--- config.mk ---
export PLATFORM = sky130hd
export DESIGN_NAME = param_stack
export DESIGN_NICKNAME = d
export VERILOG_FILES = /design/src/rtl/param_stack.sv
export SDC_FILE = /design/constraint.sdc
export NUM_CORES = 1
export LEC_CHECK = 0
export ABC_AREA = 1
export BUFFER_PORTS_ARGS = -buffer_cell sky130_fd_sc_hd__buf_2
export CAP_MARGIN = 20
export CORE_MARGIN = 2
export CORE_UTILIZATION = 55
export DETAILED_ROUTE_END_ITERATION = 12
export PLACE_DENSITY = 0.73
export SETUP_SLACK_MARGIN = 0.05
export SYNTH_ARGS = -nofsm -noshare
export SYNTH_HDL_FRONTEND = slang
export SYNTH_SLANG_ARGS = --single-unit
--- constraint.sdc ---
create_clock -name i_clk -period 9.6 [get_ports i_clk]
set_clock_uncertainty 0.2 [all_clocks]
set_input_delay 0.96 -clock i_clk [delete_from_list [all_inputs] [get_ports i_clk]]
set_output_delay 0.96 -clock i_clk [all_outputs]
set_load 0.03 [all_outputs]
--- src/rtl/param_stack.sv ---
// ----------------------------------------------------------------------------
// param_stack
// Parametrised LIFO stack with occupancy tracking, full/empty flags and sticky
// error flags. It can either overwrite the oldest entry when pushed while full
// (circular) or drop the push (saturating). It also provides a
// non-destructive top-of-stack peek and a registered, qualified pop-data
// output. Everything runs in a single clock domain.
//
// Parameters
//   STACK_WIDTH      width of one stack word
//   STACK_ADDR_BITS  log2 of depth (must be >= 1); DEPTH = 2**STACK_ADDR_BITS
//   WRAP_MODE        1: push when full overwrites the oldest entry
//                    0: push when full is dropped
//
// Ports
//   i_clk        clock, rising edge
//   i_rst        asynchronous active-high reset
//   i_push       push i_data this cycle
//   i_pop        pop top-of-stack this cycle
//   i_data       word to push
//   i_clr_err    synchronous clear of the sticky error flags
//   o_pop_data   word removed by the last accepted pop (registered)
//   o_pop_valid  1-cycle pulse: o_pop_data updated this cycle
//   o_tos        current top-of-stack peek, 0 when empty
//   o_count      number of valid entries, 0..DEPTH
//   o_empty      o_count == 0
//   o_full       o_count == DEPTH
//   o_overflow   sticky: push attempted while full
//   o_underflow  sticky: pop-only attempted while empty
// ----------------------------------------------------------------------------
module param_stack #(
  parameter int STACK_WIDTH     = 18,
  parameter int STACK_ADDR_BITS = 4,
  parameter int WRAP_MODE       = 1
) (
  input  logic                       i_clk,
  input  logic                       i_rst,
  input  logic                       i_push,
  input  logic                       i_pop,
  input  logic [STACK_WIDTH-1:0]     i_data,
  input  logic                       i_clr_err,
  output logic [STACK_WIDTH-1:0]     o_pop_data,
  output logic                       o_pop_valid,
  output logic [STACK_WIDTH-1:0]     o_tos,
  output logic [STACK_ADDR_BITS:0]   o_count,
  output logic                       o_empty,
  output logic                       o_full,
  output logic                       o_overflow,
  output logic                       o_underflow
);

  localparam int DEPTH = 2 ** STACK_ADDR_BITS;
  localparam int CW    = STACK_ADDR_BITS + 1;
  localparam logic [CW-1:0]              DEPTH_C = CW'(DEPTH);
  localparam logic [CW-1:0]              ONE_C   = CW'(1);
  localparam logic [STACK_ADDR_BITS-1:0] ONE_A   = STACK_ADDR_BITS'(1);

  logic [STACK_WIDTH-1:0]     mem [DEPTH];
  logic [STACK_ADDR_BITS-1:0] sp;
  logic [STACK_ADDR_BITS-1:0] sp_nxt;
  logic [STACK_ADDR_BITS-1:0] top;
  logic [CW-1:0]              count;
  logic [CW-1:0]              count_nxt;
  logic                       is_empty;
  logic                       is_full;
  logic                       wr_en;
  logic [STACK_ADDR_BITS-1:0] wr_addr;
  logic [STACK_WIDTH-1:0]     pop_data_nxt;
  logic                       pop_valid_nxt;
  logic                       ovf_set;
  logic                       unf_set;

  // Top entry sits just below the write pointer; wraps naturally at address width.
  assign top      = sp - ONE_A;
  assign is_empty = (count == CW'(0));
  assign is_full  = (count == DEPTH_C);
  assign o_count  = count;
  assign o_empty  = is_empty;
  assign o_full   = is_full;
  assign o_tos    = is_empty ? {STACK_WIDTH{1'b0}} : mem[top];

  // Decode push/pop into pointer, memory-write, pop-data and error updates.
  always_comb begin
    sp_nxt        = sp;
    count_nxt     = count;
    wr_en         = 1'b0;
    wr_addr       = sp;
    pop_data_nxt  = o_pop_data;
    pop_valid_nxt = 1'b0;
    ovf_set       = 1'b0;
    unf_set       = 1'b0;
    case ({i_push, i_pop})
      2'b10: begin
        if (!is_full) begin
          wr_en     = 1'b1;
          sp_nxt    = sp + ONE_A;
          count_nxt = count + ONE_C;
        end else if (WRAP_MODE != 0) begin
          // Circular: overwrite the oldest slot, occupancy stays at DEPTH.
          wr_en   = 1'b1;
          sp_nxt  = sp + ONE_A;
          ovf_set = 1'b1;
        end else begin
          ovf_set = 1'b1;
        end
      end
      2'b01: begin
        if (!is_empty) begin
          pop_data_nxt  = mem[top];
          pop_valid_nxt = 1'b1;
          sp_nxt        = sp - ONE_A;
          count_nxt     = count - ONE_C;
        end else begin
          unf_set = 1'b1;
        end
      end
      2'b11: begin
        if (!is_empty) begin
          // Replace: hand out the old top, store the new word in its place.
          pop_data_nxt  = mem[top];
          pop_valid_nxt = 1'b1;
          wr_en         = 1'b1;
          wr_addr       = top;
        end else begin
          // Bypass: the pushed word goes straight to the pop output.
          pop_data_nxt  = i_data;
          pop_valid_nxt = 1'b1;
        end
      end
      default: begin
        pop_valid_nxt = 1'b0;
      end
    endcase
  end

  // Pointer, occupancy, pop output and sticky error registers.
  always_ff @(posedge i_clk or posedge i_rst) begin
    if (i_rst) begin
      sp          <= '0;
      count       <= '0;
      o_pop_data  <= '0;
      o_pop_valid <= 1'b0;
      o_overflow  <= 1'b0;
      o_underflow <= 1'b0;
    end else begin
      sp          <= sp_nxt;
      count       <= count_nxt;
      o_pop_data  <= pop_data_nxt;
      o_pop_valid <= pop_valid_nxt;
      // A new error in the same cycle as a clear takes priority.
      if (ovf_set) begin
        o_overflow <= 1'b1;
      end else if (i_clr_err) begin
        o_overflow <= 1'b0;
      end
      if (unf_set) begin
        o_underflow <= 1'b1;
      end else if (i_clr_err) begin
        o_underflow <= 1'b0;
      end
    end
  end

  // Storage array; contents are not reset, writes are blocked while in reset.
  always_ff @(posedge i_clk) begin
    if (wr_en && !i_rst) begin
      mem[wr_addr] <= i_data;
    end
  end

endmodule

==> flow_summary.ini <==
[outcome]
status = finished, final reports clean

[floorplan]
start_util_pct = 55.5
die_y_um = 166
fp.dieArea_um2 = 27400
fp.coreArea_um2 = 25800
die_x_um = 166
num_rows = 59
pin_count = 69

[setup_path]
slowest_stage = dfrtp_4
cp.arrival_ps = 4220
crit_family = buffers and inverters
critical_path_buf_inv_count = 4
crit_type = flop to output port
crit_chain = inv_4, ha_2, inv_2, buf_4, nand3_1, nand3_1, nand3_2, a21oi_1, buf_2
critPathMaxStageDelay_ps = 900
cp_max_fo = 66
critPathLaunchType = flop
cp_common_cell = nand3_1
end_kind = output port
cp.required_ps = 8440

[logic_synthesis]
ys_types = 27
synth_area_leader_cell = edfxtp_1
synth.area.top_cells = edfxtp_1 60%, nand2_1 11%, nand3_1 7.1%
synth_seq_cells = 318
synth_top_area_share_pct = 60.3
syn-num-nets = 1460
synth-seq-area-share_pct = 65.5
syn_area_um2 = 14400
ys_warn_count = 0
synth_area_per_cell_um2 = 10.0
netlist_instances = 1428

[global_route]
grt_pass1_vias = 9521
track_usage_pct = 26.1
grt_overflow_total = 0
antenna_found_initial = 1
grt_max_degree = 101
grt_pass1_wl_um = 53100

[min_path]
hp-class = input pin to async pin

[clocking]
hold_buffers = 0
clk_latency_ps = 510
clock-sinks = 318
cts_made_buffers = 34
tritoncts = yes
htreeDepth = 2
post-cts-setup-buffer-count = 0
cts.path.max_buffers = 3
post_cts_resized = 0
ctsRootBufferMaster = clkbuf_16
clk_pin_slew_worst_paths_ps = 60

[route]
drt-total-wl_um = 35000
vias_per_cell = 5.42
ant_nets = 0
drtIter0Drc = 1065
dr.pass1.iters = 6
wl_per_cell_um = 18.9
drt_drc_violations_left = 0
num_vias = 10028

[placed_design]
io_buffers = 68
hpwl_um = 19900
finalWeightedCongestion = 0.781
post-place-ws_ps = 4840

[sta]
maxSlewViolCount = 0
fin_ws_ps = 4220
fin_crit_sh_pct = 56.0
fmax_ghz = 0.186
worst_pin_slew_ps = 1110
rsz0062_at_grt = false
hold_viol = 0
max_slew_margin_pct = 26.3
tns_ps = 0
setup_viol = 0
fin_crit_ps = 5380

[finish]
num-nets-final = 1522
layout_common_cells = 437 x nand2_1, 288 x edfxtp_1, 234 x inv_1, 204 x nand3_1, 68 x buf_2
synthToLayoutAreaGrowth_pct = 12.9
layout-drive-gt1-share_pct = 13.3
layout_commonest_cell = nand2_1
antenna_cells = 0

[power_and_ir_drop]
p_leak_nw = 7.17
irDropWorstVdd_mv = 0.437
power_density_nw_per_um2 = 357

[job]
max_cap_viol_count = 0
[flip-flops by register name, indices dropped and copies added (netlist names)]
register	count
o_pop_data	18
o_count	5
o_pop_valid	1
sp	4
o_overflow	1
mem	288
o_underflow	1
[layout make-up]
cell class / instances / area (um2)
Fill cell: 2039 / 9640
Sequential cell: 318 / 9400
Multi-Input combinational cell: 805 / 3790
Clock buffer: 46 / 960
Inverter: 240 / 903
Timing Repair Buffer: 91 / 548
Tap cell: 335 / 419
Clock inverter: 14 / 173
[cells by family after synthesis]
group           count (synthesis)  share of synthesized area (%)
compound gates                 39                           1.39
xor+xnor                       10                          0.741
fa+ha+maj                       9                          0.837
buf+inv                       305                           8.52
flops                         318                           65.5
simple gates                  747                           23.0
[routing by layer]
layer | routed length, um | global-route usage, % | vias up
met3 | 3000 | 4.45 | 69
met1 | 14400 | 35.6 | 4763
met2 | 16700 | 43.2 | 471
li1 | - | - | 4723
met5 | 12 | 0 | -
met4 | 885 | 8.15 | 2
[path summary, 6_finish.rpt]
path	startpoint	cells after the start	slack, ps	endpoint
setup / recovery	sp[0]$_DFFE_PP0P_	9	4220	o_tos[13]
hold / removal	i_rst	2	170	o_pop_data[12]$_DFFE_PP0P_
setup reg to reg	sp[0]$_DFFE_PP0P_	8	4890	mem[13][1]$_DFFE_PP_
hold reg to reg	o_pop_data[1]$_DFFE_PP0P_	2	270	o_pop_data[1]$_DFFE_PP0P_
max in group asynchronous	i_rst	3	8310	sp[0]$_DFFE_PP0P_
min in group i_clk	o_pop_data[1]$_DFFE_PP0P_	2	270	o_pop_data[1]$_DFFE_PP0P_
[through the flow]
step	hold WS [ps]	utilization (%)	instance area [um2]	instances	power, W
finish	166	62.7	16200	1849	0.00579
global route	155	62.7	16200	1849	0.00611
CTS	146	62.6	16200	1847	0.00578
detailed placement	261	58.2	15000	1787	0.00444
global placement	258	58.1	15000	1786	0.00440
floorplan	374	-	14400	1428	0.00372
[Yosys cell counts]
cell type  count
dfrtp_1       30
edfxtp_1     288
nor2_1        65
nand2_2        2
buf_6          3
buf_2         20
clkinv_1       2
nand2_1      437
nand3_2       38
fa_1           1
o22ai_1        1
nand3_1      204
clkbuf_1      27
inv_2          3
o21ai_0       14
o21ai_1        2
buf_1         11
o211ai_1       1
inv_1        235
buf_8          2
a21oi_1       21
xor2_4         1
buf_4          2
nand4_1        1
xnor2_1        2
ha_1           8
xor2_1         7
[report_power, final]
group,switching [W],internal [W],leakage (nW)
clock,0.000523,0.000809,0.543
combinational,0.00196,0.000763,3.66
sequential,0.000101,0.00163,2.96
total,0.00258,0.00320,7.17
Note: power is estimated with default switching activity, not from simulation.
